$ cat src/rtl/fetch_unit_pkg.sv
// Shared constants for the fetch/decode front end: instruction geometry,
// opcode map and fetch state encodings.
package fetch_unit_pkg;

  localparam int OPCODE_W = 6;
  localparam int INSTR_W  = 32;

  // Opcode map (instr[31:26]) shared with decode.
  localparam logic [OPCODE_W-1:0] OP_NOP    = 6'b000000;
  localparam logic [OPCODE_W-1:0] OP_ALU    = 6'b000001;
  localparam logic [OPCODE_W-1:0] OP_JUMP   = 6'b000010;
  localparam logic [OPCODE_W-1:0] OP_BRANCH = 6'b000100;
  localparam logic [OPCODE_W-1:0] OP_LOAD   = 6'b100011;
  localparam logic [OPCODE_W-1:0] OP_STORE  = 6'b101011;
  localparam logic [OPCODE_W-1:0] OP_HALT   = 6'b111111;

  // Fetch state encodings.
  localparam logic [0:0] ST_RUN    = 1'b0;
  localparam logic [0:0] ST_HALTED = 1'b1;

  // Extract the opcode field from an instruction word.
  function automatic logic [OPCODE_W-1:0] opcode_of(input logic [INSTR_W-1:0] w);
    return w[INSTR_W-1 -: OPCODE_W];
  endfunction

endpackage

$ cat src/rtl/fetch_unit_queue.sv
// Two-entry in-order FIFO holding {pc, instruction} pairs between the
// instruction memory and decode. Flush wins over push and pop.
module fetch_queue #(
  parameter int W = 40
) (
  input  logic         clk,
  input  logic         rst_n,
  input  logic         push,
  input  logic [W-1:0] push_data,
  input  logic         pop,
  input  logic         flush,
  output logic [W-1:0] head,
  output logic [1:0]   count,
  output logic         full,
  output logic         empty
);

  logic [W-1:0] mem_q [2];
  logic [W-1:0] mem_d [2];
  logic         wr_ptr_q, wr_ptr_d;
  logic         rd_ptr_q, rd_ptr_d;
  logic [1:0]   count_q, count_d;
  logic         pop_ok, push_ok;

  assign empty   = (count_q == 2'd0);
  assign full    = (count_q == 2'd2);
  assign count   = count_q;
  assign head    = mem_q[rd_ptr_q];
  assign pop_ok  = pop & ~empty;
  assign push_ok = push & (~full | pop_ok);

  // Next-state for storage, pointers and occupancy.
  always_comb begin
    mem_d    = mem_q;
    wr_ptr_d = wr_ptr_q;
    rd_ptr_d = rd_ptr_q;
    count_d  = count_q;
    if (flush) begin
      wr_ptr_d = 1'b0;
      rd_ptr_d = 1'b0;
      count_d  = 2'd0;
    end else begin
      if (push_ok) begin
        mem_d[wr_ptr_q] = push_data;
        wr_ptr_d        = ~wr_ptr_q;
      end
      if (pop_ok) begin
        rd_ptr_d = ~rd_ptr_q;
      end
      count_d = count_q + {1'b0, push_ok} - {1'b0, pop_ok};
    end
  end

  // Queue registers; storage clears on reset so the head reads zero.
  always_ff @(posedge clk or negedge rst_n) begin
    if (!rst_n) begin
      for (int i = 0; i < 2; i++) mem_q[i] <= '0;
      wr_ptr_q <= 1'b0;
      rd_ptr_q <= 1'b0;
      count_q  <= 2'd0;
    end else begin
      mem_q    <= mem_d;
      wr_ptr_q <= wr_ptr_d;
      rd_ptr_q <= rd_ptr_d;
      count_q  <= count_d;
    end
  end

endmodule

$ cat src/rtl/fetch_unit.sv
// Instruction fetch: issues sequential reads to a 1-cycle instruction
// memory, buffers returned words in a 2-entry queue and hands them to decode.
// Handshake: a word transfers on a cycle where instr_valid & instr_ready;
// while instr_valid=1 and instr_ready=0 the instr/instr_pc outputs hold.
module fetch_unit
  import fetch_unit_pkg::*;
#(
  parameter int              PC_W     = 8,
  parameter logic [PC_W-1:0] RESET_PC = '0
) (
  input  logic               clk,
  input  logic               rst_n,
  output logic               imem_req,
  output logic [PC_W-1:0]    imem_addr,
  input  logic [INSTR_W-1:0] imem_rdata,
  input  logic               redirect_valid,
  input  logic [PC_W-1:0]    redirect_pc,
  output logic               instr_valid,
  input  logic               instr_ready,
  output logic [INSTR_W-1:0] instr,
  output logic [PC_W-1:0]    instr_pc,
  output logic               halted
);

  localparam int QW = PC_W + INSTR_W;

  logic [0:0]      state_q, state_d;
  logic [PC_W-1:0] pc_q, pc_d;
  logic            inflight_q, inflight_d;
  logic [PC_W-1:0] inflight_pc_q, inflight_pc_d;

  logic [QW-1:0]   q_head;
  logic [1:0]      q_count;
  logic            q_full, q_empty;
  logic            pop, push, halt_arrive;
  logic [2:0]      fill;

  assign pop  = ~q_empty & instr_ready;
  assign push = inflight_q & ~redirect_valid;
  assign halt_arrive = push & (opcode_of(imem_rdata) == OP_HALT);

  // Occupancy the queue will have after this edge, before counting a new
  // request; the concurrent dequeue is credited so fetch keeps one per cycle.
  assign fill = {1'b0, q_count} - {2'b0, pop} + {2'b0, inflight_q};

  // A returning HALT word suppresses the request that would follow it.
  assign imem_req = rst_n & (state_q == ST_RUN) & ~redirect_valid & ~halt_arrive
                  & ~(q_full & ~pop) & (fill < 3'd2);
  assign imem_addr = pc_q;

  fetch_queue #(.W(QW)) u_queue (
    .clk       (clk),
    .rst_n     (rst_n),
    .push      (push),
    .push_data ({inflight_pc_q, imem_rdata}),
    .pop       (pop),
    .flush     (redirect_valid),
    .head      (q_head),
    .count     (q_count),
    .full      (q_full),
    .empty     (q_empty)
  );

  assign instr_valid = ~q_empty;
  assign instr       = q_empty ? '0 : q_head[INSTR_W-1:0];
  assign instr_pc    = q_empty ? '0 : q_head[QW-1:INSTR_W];
  assign halted      = (state_q == ST_HALTED);

  // PC, in-flight tracking and RUN/HALTED transitions; redirect dominates.
  always_comb begin
    state_d       = state_q;
    pc_d          = pc_q;
    inflight_d    = imem_req;
    inflight_pc_d = pc_q;
    if (redirect_valid) begin
      state_d = ST_RUN;
      pc_d    = redirect_pc;
    end else begin
      if (halt_arrive) state_d = ST_HALTED;
      if (imem_req)    pc_d    = pc_q + PC_W'(1);
    end
  end

  // Fetch control registers.
  always_ff @(posedge clk or negedge rst_n) begin
    if (!rst_n) begin
      state_q       <= ST_RUN;
      pc_q          <= RESET_PC;
      inflight_q    <= 1'b0;
      inflight_pc_q <= '0;
    end else begin
      state_q       <= state_d;
      pc_q          <= pc_d;
      inflight_q    <= inflight_d;
      inflight_pc_q <= inflight_pc_d;
    end
  end

endmodule
$ cat config.mk
export PLATFORM = sky130hd
export DESIGN_NAME = fetch_unit
export DESIGN_NICKNAME = d
export VERILOG_FILES = /design/src/rtl/fetch_unit_pkg.sv /design/src/rtl/fetch_unit_queue.sv /design/src/rtl/fetch_unit.sv
export SDC_FILE = /design/constraint.sdc
export NUM_CORES = 1
export LEC_CHECK = 0
export ABC_AREA = 0
export CORE_MARGIN = 2
export CORE_UTILIZATION = 47
export CTS_CLUSTER_DIAMETER = 100
export DETAILED_ROUTE_END_ITERATION = 8
export PLACE_DENSITY = 0.76
export SLEW_MARGIN = 20
export SYNTH_ARGS = -nofsm -noshare
export SYNTH_HDL_FRONTEND = slang
export SYNTH_HIERARCHICAL = 1
export SYNTH_SLANG_ARGS = --single-unit
$ cat constraint.sdc
create_clock -name clk -period 2.9 [get_ports clk]
set_input_delay 0.58 -clock clk [delete_from_list [all_inputs] [get_ports clk]]
set_output_delay 0.58 -clock clk [all_outputs]
set_load 0.03 [all_outputs]
==> out/results.txt, run 1 <==
Worst path most repeated cell: sky130_fd_sc_hd__nor2_4
final number of hold-violating endpoints: 0
first-pass GRT wire length: 18.1 mm
largest net degree at the start of global routing: 103
overall die height: 108 um
Area growth, synth to finish: 27.3%
clock-pin slew of the registers on the worst-case setup and hold paths: 100 ps
netlist area before placement: 0.00505 mm2
clock latency at the later pin of the worst-skew pair: 360 ps
Initial DRT Pass Iterations: 4
Die Outline Area: 0.0116 mm2
final worst path period share: 1.04
top cells by area, synth: sky130_fd_sc_hd__dfrtp_1, sky130_fd_sc_hd__mux2_2, sky130_fd_sc_hd__mux2_4, sky130_fd_sc_hd__nor2b_1, sky130_fd_sc_hd__buf_12
total wirelength of the detailed-routed design: 10.6 mm
number of different library cells in the post-synthesis netlist: 41
initial DRC count: 142
class of the worst hold path: in2async
fraction of final layout cells with drive strength greater than 1: 0.359
met2 routed wirelength: 5.09 mm
Via-to-Cell Ratio: 5.26
Synth async-reset ratio: 1.00
critical path endpoint category: output port
overflow left after global routing: 0
peak fanout along the critical path: 2
Met3 Wirelength: 470 um
failing checks: setup timing
Final setup violation count: 1
share of total power in combinational logic: 0.310
register area share after synthesis: 0.505
number of logic stages on the critical path including buffering: 9
critical path arrival: 2420 ps
startpoint of the most critical register-to-register path: u_queue/count[1]
maximum resistive drop on vdd: 0.297 mV
remaining number of nets flagged by the antenna check after routing: 0
number of filler cells placed in the layout: 838
start point of the critical path: u_queue/count[1]
worst hold slack: 295 ps
root buffer cell: sky130_fd_sc_hd__clkbuf_8
relative max-transition margin: 0.627
Crit Path Class: reg2out
Clock H-tree levels: 3
Mapped Avg Cell Area: 13.7 um2
slew at the pin closest to its max-slew limit: 559 ps
area of the core: 0.0104 mm2
layout net count: 523
most instantiated flip-flop cell in the synthesis netlist: sky130_fd_sc_hd__dfrtp_1
buffering stage count on the worst path with inverters included: 1
part of the total power dissipated in sequential elements: 0.490
Crit-path slowest cell: sky130_fd_sc_hd__fa_1
DRC violations left: 0
Sw Share: 0.287
share of the synthesized area in the top cell type: 0.505
EDFF count, synth: 0
unrepaired setup endpoints after global routing: true
final instance count without filler cells: 615
top cell type by total area after synthesis: sky130_fd_sc_hd__dfrtp_1
setup slack after layout: -105 ps
post-synthesis sequential element count: 102
Net Count, Synth: 418
status: finished, violations left
chip width: 108 um
max layer used: met4
number of cell rows: 37
Register-to-Register Setup Slack: 280 ps
net switching power figure: 1170 uW
number of synthesis warnings: 6
routed length on met1: 4.91 mm
number of cells in the design after placement: 596
number of port buffers: 94
Critical Path Source Type: flop
required time of the critical path: 2320 ps
CTS Buf Count: 9
Max Clk Rate: 0.333 GHz
Mapped Cells: 369
GPL Wtd Cong: 0.812
via count of the first global-routing pass: 3530
dpl hpwl: 7.01 mm
antenna diode count: 0
total of max-cap violations: 0
clock tree from TritonCTS: done
maximum root-to-sink buffer count: 2
routed via count: 3232
Top-Level Pins: 95
overall routing resource usage: 0.200
leakage component of the power: 0.00276 uW
Clk pwr share: 0.201
dominant delay contributor by cell family on the critical path: simple AND/OR/NAND/NOR gates
Starting Density: 0.487
number of sinks on the clock net: 102
Power Dens Cells: 631 mW/mm2
pins over their slew limit: 0
logic depth of the worst register-to-register path: 11
number of antenna violations at the first check in global routing: 0
R2R Path End: imem_addr[2]
average routed wire per standard cell: 17.2 um
list of cells traversed by the critical path: nor2_4 > nor2b_4 > ha_4 > nand2b_4 > fa_1 > and4bb_2 > o211ai_4 > nor2_4 > buf_6
clock tree skew after final layout: 9.08 ps
total internal power: 2890 uW
Critical Path Max Stage Delay: 480 ps
minimum clock period after layout: 3000 ps
Critical path destination: imem_req
[sequential cells by signal, indices dropped and copies added, names as in the netlist]
signal            cells
halted                1
imem_addr             8
inflight_pc_q         8
inflight_q            1
u_queue/count         2
u_queue/mem_q        80
u_queue/rd_ptr_q      1
u_queue/wr_ptr_q      1
[final cells by class]
type | count | area [um2] | share of cell area
timing repair buffer | 115 | 1140 | 0.177
multi-input combinational | 239 | 2370 | 0.368
sequential | 102 | 2550 | 0.397
tap | 136 | 170 | 0.0264
clock buffer | 11 | 141 | 0.0220
inverter | 7 | 26.3 | 0.00408
clock inverter | 5 | 35.0 | 0.00545
[worst min path at each step]
| stage | slack [ps] | start | end | cells past startpoint |
|---|---|---|---|---|
| after floorplan | 280 | rst_n | halted | 0 |
| after global placement | 460 | imem_addr[1] | inflight_pc_q[1] | 0 |
| after detailed placement | 460 | imem_addr[1] | inflight_pc_q[1] | 0 |
| after CTS | 340 | rst_n | u_queue/mem_q[46] | 2 |
| after global routing | 350 | rst_n | u_queue/mem_q[4] | 2 |
| final | 290 | rst_n | u_queue/mem_q[4] | 2 |
[cells by family (layout without fill, tap and decap cells)]
| kind of cell | count (synthesis) | after routing | share of synthesized area |
|---|---|---|---|
| AOI/OAI and AO/OA | 23 | 23 | 0.0391 |
| xor gates and xnor gates | 4 | 4 | 0.00693 |
| adders and majority gates | 5 | 5 | 0.0139 |
| buffers and inverters | 28 | 138 | 0.0391 |
| DFF | 102 | 102 | 0.505 |
| muxes | 120 | 120 | 0.297 |
| and+or+nand+nor | 87 | 87 | 0.0988 |
[repair_timing]
action | 4_1_cts | 5_1_grt
setup endpoints to repair | 1 | 4
setup buffers | 3 | 0
hold buffers | 0 | 0
resized for setup | 5 | 3
cloned | 0 | 0
pin swaps | 2 | 1
[layer usage]
metal / GRT usage / vias to the layer above
met3: 0.0430 / 12
met1: 0.270 / 1626
met2: 0.328 / 81
li1: - / 1513
met5: 0 / -
met4: 0.0495 / 0
[layout by cell type, fill, tap and decap left out, types with 3 or more instances in the layout]
cell type	n
sky130_fd_sc_hd__nor3_1	6
sky130_fd_sc_hd__mux2_4	40
sky130_fd_sc_hd__a211o_1	5
sky130_fd_sc_hd__inv_1	7
sky130_fd_sc_hd__nand2_1	9
sky130_fd_sc_hd__buf_12	3
sky130_fd_sc_hd__dfrtp_1	100
sky130_fd_sc_hd__o211ai_1	4
sky130_fd_sc_hd__buf_4	18
sky130_fd_sc_hd__clkbuf_8	10
sky130_fd_sc_hd__nor2b_1	43
sky130_fd_sc_hd__nor2_1	8
sky130_fd_sc_hd__ha_1	3
sky130_fd_sc_hd__clkdlybuf4s50_1	91
sky130_fd_sc_hd__mux2_2	80
sky130_fd_sc_hd__nand3_1	4
sky130_fd_sc_hd__nand2b_1	3
[worst reg2reg max path, stage by stage, from the launching register on]
cell and delay [ps]:
sky130_fd_sc_hd__dfrtp_1 420, sky130_fd_sc_hd__nor2_4 140, sky130_fd_sc_hd__nor2b_4 60, sky130_fd_sc_hd__ha_4 200
sky130_fd_sc_hd__nand2b_4 130, sky130_fd_sc_hd__fa_1 480, sky130_fd_sc_hd__and4bb_2 270, sky130_fd_sc_hd__o211ai_4 110
sky130_fd_sc_hd__buf_4 150, sky130_fd_sc_hd__buf_4 140, sky130_fd_sc_hd__o41ai_1 320, sky130_fd_sc_hd__a211o_1 140
[power groups by stage]
stage	sequential [uW]	combinational, uW	clock [uW]
2_1_floorplan	1990	849	0
3_3_place_gp	1990	1220	0
3_5_place_dp	2020	1240	0
4_1_cts	1990	1260	855
5_1_grt	2050	1360	907
6_report	1990	1260	815
[metrics by stage]
stage,setup TNS (ps),utilization,power (uW),setup WS (ps),cell area [um2]
floorplan,0,-,2840,55.7,5080
global placement,-1250,0.597,3200,-343,6190
detailed placement,-1960,0.597,3260,-419,6190
CTS,-169,0.618,4110,-169,6410
global route,-221,0.620,4320,-221,6430
finish,-105,0.620,4060,-105,6430
[synthesized netlist by cell type (3+ instances only)]
master / instances
sky130_fd_sc_hd__nor2b_1: 44
sky130_fd_sc_hd__buf_2: 4
sky130_fd_sc_hd__clkbuf_1: 8
sky130_fd_sc_hd__nor2_1: 10
sky130_fd_sc_hd__a211o_1: 5
sky130_fd_sc_hd__nand2_1: 9
sky130_fd_sc_hd__buf_12: 4
sky130_fd_sc_hd__nand3_1: 5
sky130_fd_sc_hd__nand2b_1: 4
sky130_fd_sc_hd__xnor2_1: 3
sky130_fd_sc_hd__nor3_1: 6
sky130_fd_sc_hd__mux2_2: 80
sky130_fd_sc_hd__o211ai_1: 4
sky130_fd_sc_hd__dfrtp_1: 102
sky130_fd_sc_hd__inv_1: 7
sky130_fd_sc_hd__ha_1: 4
sky130_fd_sc_hd__buf_6: 3
sky130_fd_sc_hd__mux2_4: 40
(Power assumes the default switching activity.)
==> run 2: changes to the inputs <==
Settings changed: CORE_UTILIZATION 47 to 57, DONT_BUFFER_PORTS set to 1, PLACE_DENSITY 0.76 to 0.75.
==> run 2 against run 1 <==
  * The run ends with hold timing, setup timing left
  * Worst setup slack hardly changed
  * Fmax barely moved
  * Via count decreased by 12%
  * Clock skew increased by 5.4 ps
  * Highest routed layer unchanged
==> out/results.txt, run 2 (synthesis gave the netlist of run 1 again) <==
pins over their slew limit: 0 (unchanged)
number of cell rows: 34 (-8.1%)
register with the most flip-flops: u_queue/mem_q
number of sinks on the clock net: 102 (unchanged)
critical path arrival: 2420 ps (about the same)
worst hold slack: -83.7 ps (-378 ps)
logic depth of the worst register-to-register path: 10 (-1)
failing checks: hold timing, setup timing
leakage component of the power: 0.00245 uW (-11%)
remaining number of nets flagged by the antenna check after routing: 0 (unchanged)
layout net count: 436 (-17%)
busiest grt layer: met2
critical path endpoint category: output port
Critical Path Source Type: flop
Crit-path slowest cell: sky130_fd_sc_hd__fa_1
Final setup violation count: 1 (unchanged)
Critical Path Max Stage Delay: 500 ps (+20 ps)
root buffer cell: sky130_fd_sc_hd__clkbuf_8
total of max-cap violations: 0 (unchanged)
final number of hold-violating endpoints: 102 (+102)
setup slack after layout: -105 ps (-0.125 ps)
overall die height: 98.2 um (-8.9%)
fraction of final layout cells with drive strength greater than 1: 0.454 (+0.0950)
final worst path period share: 1.04 (about the same)
Die Outline Area: 0.00964 mm2 (-17%)
clock tree from TritonCTS: done
dominant delay contributor by cell family on the critical path: adder cells
first-pass GRT wire length: 15.7 mm (-13%)
chip width: 98.2 um (-8.9%)
final instance count without filler cells: 500 (-19%)
GR met1 Demand/Resource: 0.267 (-0.00296)
Power Dens Cells: 703 mW/mm2 (+11%)
clock latency at the later pin of the worst-skew pair: 350 ps (about the same)
GPL Wtd Cong: 0.778 (-4.2%)
Starting Density: 0.582 (+0.0950)
global-route met3 utilization: 0.0551 (+0.0121)
buffering stage count on the worst path with inverters included: 2 (+1)
Area growth, synth to finish: 9.43%
met2 GRT Util: 0.334 (+0.00557)
dpl hpwl: 5.99 mm (-15%)
most common cell after layout, fill and taps aside: sky130_fd_sc_hd__dfrtp_1
required time of the critical path: 2320 ps (about the same)
overall routing resource usage: 0.202 (+0.00248)
total area of multi-input combinational cells: 0.00237 mm2 (unchanged)
commonest cells after routing, fill and taps aside: sky130_fd_sc_hd__dfrtp_1, sky130_fd_sc_hd__mux2_2, sky130_fd_sc_hd__nor2b_1
Clock H-tree levels: 3 (unchanged)
area of the core: 0.00868 mm2 (-16%)
unrepaired setup endpoints after global routing: true
average routed wire per standard cell: 18.5 um (+7.3%)
Top-Level Pins: 95 (unchanged)
maximum root-to-sink buffer count: 2 (unchanged)
via count of the first global-routing pass: 3076 (-13%)
number of antenna violations at the first check in global routing: 0 (unchanged)
Crit Path Class: reg2out
number of cells in the design after placement: 480 (-19%)
total power: 3890 uW (-4.3%)
clock tree skew after final layout: 14.5 ps (+5.45 ps)
Max Clk Rate: 0.333 GHz (about the same)
list of cells traversed by the critical path: buf_4 > inv_4 > ha_4 > nand2b_4 > fa_1 > and4bb_2 > o211ai_4 > nor2_4
Initial DRT Pass Iterations: 4 (unchanged)
startpoint of the most critical register-to-register path: u_queue/count[0]
number of port buffers: 0 (-100%)
Sequential Area: 0.00255 mm2 (unchanged)
clock-pin slew of the registers on the worst-case setup and hold paths: 100 ps (about the same)
initial DRC count: 56 (-61%)
R2R Path End: imem_addr[6]
minimum clock period after layout: 3000 ps (+0.125 ps)
class of the worst hold path: in2async
antenna diode count: 0 (unchanged)
largest net degree at the start of global routing: 104 (+0.97%)
Via-to-Cell Ratio: 5.69 (+8.3%)
routed via count: 2846 (-12%)
maximum resistive drop on vdd: 0.372 mV (+25%)
DRC violations left: 0 (unchanged)
slew at the pin closest to its max-slew limit: 621 ps (+62.3 ps)
max reg flops: 80 (unchanged)
total wirelength of the detailed-routed design: 9.25 mm (-13%)
peak fanout along the critical path: 2 (unchanged)
overflow left after global routing: 0 (unchanged)
number of filler cells placed in the layout: 666 (-21%)
Register-to-Register Setup Slack: 310 ps (+30 ps)
CTS Buf Count: 9 (unchanged)
relative max-transition margin: 0.585 (-0.0424)
status: finished, violations left
run 2: worst max-delay path by stage:
stage	startpoint	end	slack (ps)	cells past startpoint
floorplan	instr_ready	imem_req	60	7
global placement	instr_ready	imem_req	140	7
detailed placement	instr_ready	imem_req	100	7
global route	u_queue/count[1]	imem_req	-210	8
CTS	u_queue/count[0]	imem_req	-230	8
finish	u_queue/count[0]	imem_req	-100	8
run 2: worst register-to-register path, delay by kind of cell (launching register included):
| family | cells | cell delay [ps] |
|---|---|---|
| DFF | 1 | 440 |
| and+or+nand+nor | 2 | 420 |
| buffers and inverters | 3 | 330 |
| adders and majority gates | 2 | 690 |
| AOI/OAI and AO/OA | 3 | 600 |
run 2: repair_timing:
| item | 4_1_cts | 5_1_grt |
|---|---|---|
| setup buffers | 3 | 1 |
| setup endpoints to repair | 1 | 1 |
| resized for setup | 4 | 3 |
| pin swaps | 4 | 4 |
| endpoints found under the hold margin | 102 | 102 |
run 2: report_power, final:
group | leakage [uW] | switching, uW | internal [uW] | total (uW)
clock | 0.0000933 | 472 | 404 | 876
combinational | 0.00106 | 368 | 617 | 986
sequential | 0.00130 | 240 | 1780 | 2020
run 2: routing by layer:
metal / part of all wire / wire, um
met1: 0.44 / 4050
met2: 0.49 / 4570
met3: 0.059 / 542
met4: 0.0090 / 83
met5: 0 / 0
run 2: per-stage QoR:
stage	setup slack [ps]	setup TNS [ps]	utilization	area, um2	hold slack [ps]
3_3_place_gp	137	0	0.607	5270	287
6_report	-105	-105	0.637	5530	-83.7
4_1_cts	-226	-226	0.634	5500	-116
3_5_place_dp	97.0	0	0.607	5270	287
2_1_floorplan	55.7	0	-	5080	284
5_1_grt	-213	-213	0.637	5530	-123
run 2: final cells by class:
cell class,count,area share
Timing Repair Buffer,28,0.0448
Clock inverter,6,0.0122
Sequential cell,102,0.462
Tap cell,108,0.0244
Clock buffer,10,0.0231
Inverter,7,0.00520
Multi-Input combinational cell,239,0.428
==> run 3: changes to the inputs <==
Settings changed: CORE_UTILIZATION 57 to 45, PLACE_DENSITY 0.75 to not set.
==> run 3 against run 2 <==
  * The flow still finishes with violations (hold timing, setup timing)
  * Die area grew 26%
  * Design area shrank 0.84%
  * Count of clock-buffer cells in the layout is the same
  * Global-route usage shrank 3.0 points
  * Sequential share of layout area grew 0.39 points
  * Total power is essentially flat
  * First-iteration DRC count grew to 2.5 times the previous value
  * Clock skew shrank 7.2 ps
  * Worst setup slack lost 2.5 ps
  * Critical path type unchanged
  * Highest routed layer unchanged
==> out/results.txt, run 3 (synthesis gave the netlist of run 1 again) <==
peak fanout along the critical path: 2 (unchanged)
Top-Level Pins: 95 (unchanged)
critical path endpoint category: output port
overflow left after global routing: 0 (unchanged)
clock-pin slew of the registers on the worst-case setup and hold paths: 90 ps (about the same)
CTS Buf Count: 9 (unchanged)
overall routing resource usage: 0.173 (-0.0295)
Critical Path Max Stage Delay: 480 ps (-20 ps)
total wirelength of the detailed-routed design: 9.86 mm (+6.6%)
max reg flops: 80 (unchanged)
leakage component of the power: 0.00240 uW (-2.2%)
maximum resistive drop on vdd: 0.297 mV (-20%)
Via-to-Cell Ratio: 5.46 (-4.0%)
via count of the first global-routing pass: 3062 (-0.46%)
dominant delay contributor by cell family on the critical path: simple AND/OR/NAND/NOR gates
worst hold slack: -96.1 ps (-12.4 ps)
layout net count: 426 (-2.3%)
overall die height: 110 um (+12%)
clock latency at the later pin of the worst-skew pair: 360 ps (about the same)
most common cell after layout, fill and taps aside: sky130_fd_sc_hd__dfrtp_1
Sequential Area: 0.00255 mm2 (unchanged)
number of antenna violations at the first check in global routing: 0 (unchanged)
Initial DRT Pass Iterations: 4 (unchanged)
number of sinks on the clock net: 102 (unchanged)
list of cells traversed by the critical path: nor2_4 > nor2b_4 > ha_4 > nand2b_4 > fa_1 > and4bb_2 > o211ai_4 > nor2_4
Clk pwr share: 0.229 (+0.004)
maximum root-to-sink buffer count: 2 (unchanged)
share of total power in combinational logic: 0.250 (-0.004)
root buffer cell: sky130_fd_sc_hd__clkbuf_8
dpl hpwl: 6.14 mm (+2.6%)
required time of the critical path: 2320 ps (about the same)
Starting Density: 0.464 (-0.118)
Critical Path Source Type: flop
unrepaired setup endpoints after global routing: true
antenna diode count: 0 (unchanged)
number of cell rows: 38 (+12%)
number of filler cells placed in the layout: 948 (+42%)
register with the most flip-flops: u_queue/mem_q
DRC violations left: 0 (unchanged)
total area of multi-input combinational cells: 0.00237 mm2 (unchanged)
average routed wire per standard cell: 18.9 um (+2.1%)
setup slack after layout: -107 ps (-2.51 ps)
Crit-path slowest cell: sky130_fd_sc_hd__fa_1
Max Clk Rate: 0.333 GHz (about the same)
Worst path most repeated cell: sky130_fd_sc_hd__nor2_4
Clock H-tree levels: 3 (unchanged)
initial DRC count: 141 (+150%)
fraction of the core area covered by cells at the end of the flow: 0.504 (-0.134)
sum of negative setup slack: -107 ps (-2.51 ps)
commonest cells after routing, fill and taps aside: sky130_fd_sc_hd__dfrtp_1, sky130_fd_sc_hd__mux2_2, sky130_fd_sc_hd__nor2b_1
failing checks: hold timing, setup timing
net switching power figure: 1080 uW (about the same)
pins over their slew limit: 0 (unchanged)
clock tree from TritonCTS: done
routed via count: 2852 (+0.21%)
largest net degree at the start of global routing: 104 (unchanged)
Sw Share: 0.278 (+0.000388)
first-pass GRT wire length: 15.8 mm (+0.92%)
Crit Path Class: reg2out
critical path arrival: 2430 ps (about the same)
final number of hold-violating endpoints: 102 (unchanged)
remaining number of nets flagged by the antenna check after routing: 0 (unchanged)
GPL Wtd Cong: 0.799 (+2.7%)
clock tree skew after final layout: 7.30 ps (-7.23 ps)
Power Dens Cells: 708 mW/mm2 (+0.80%)
slew at the pin closest to its max-slew limit: 635 ps (+14.0 ps)
total internal power: 2800 uW (about the same)
Final setup violation count: 1 (unchanged)
status: finished, violations left
class of the worst hold path: in2async
fraction of final layout cells with drive strength greater than 1: 0.442 (-0.0117)
Area growth, synth to finish: 8.52%
final worst path period share: 1.04 (about the same)
placed inst area: 0.00519 mm2 (-1.3%)
area of the core: 0.0109 mm2 (+25%)
final design area excluding fillers: 0.00548 mm2 (-0.84%)
Die Outline Area: 0.0121 mm2 (+26%)
buffering stage count on the worst path with inverters included: 0 (-2)
total of max-cap violations: 0 (unchanged)
pre-CTS setup slack: 116 ps (+18.6 ps)
minimum clock period after layout: 3010 ps (+2.51 ps)
part of the total power dissipated in sequential elements: 0.521 (about the same)
number of port buffers: 0 (unchanged)
relative max-transition margin: 0.576 (-0.00933)
chip width: 110 um (+12%)
==> run 3: path summary, 6_finish.rpt <==
path                                    from                end  slack [ps]  cells past startpoint
min in group clk              redirect_valid   u_queue/count[0]         270                      1
setup / recovery            u_queue/count[1]           imem_req        -110                      8
hold reg to reg            u_queue/mem_q[52]  u_queue/mem_q[52]         510                      1
max in group asynchronous              rst_n  u_queue/mem_q[68]        2780                      0
hold / removal                         rst_n   u_queue/mem_q[5]        -100                      0
setup reg to reg            u_queue/count[1]       imem_addr[2]          80                     12
==> run 3: area by class of cell <==
class                           instances  share of cell area
Clock buffer                           10              0.0251
Clock inverter                          6              0.0112
Inverter                                7             0.00479
Multi-Input combinational cell        239               0.432
Sequential cell                       102               0.466
Tap cell                              140              0.0319
Timing Repair Buffer                   18              0.0292
==> run 3: through the flow <==
stage / instances / power, uW
floorplan: 369 / 2840
global route: 522 / 4140
CTS: 520 / 3940
finish: 522 / 3880
detailed placement: 499 / 3000
global placement: 499 / 2960
==> run 3: repair_timing <==
| item | 4_1_cts | 5_1_grt |
|---|---|---|
| buffers inserted | 5 | 2 |
| resized for setup | 4 | 2 |
| endpoints found under the hold margin | 102 | 102 |
| setup endpoints to repair | 1 | 1 |
| pin swaps | 3 | 2 |
==> run 3: per-layer routing <==
layer  vias up  wire (um)  track usage
met1      1442       4190        0.213
met2        88       4760        0.286
met5         -          0            0
met4         0        123       0.0524
met3        11        779       0.0588
li1       1311          -            -
==> run 3: power by group through the flow <==
stage                     sequential [uW]  combinational, uW  clock [uW]
final                                2020                971         891
after global routing                 2080               1060        1010
after CTS                            2030                973         939
after detailed placement             2050                950           0
after global placement               2030                926           0
after floorplan                      1990                849           0
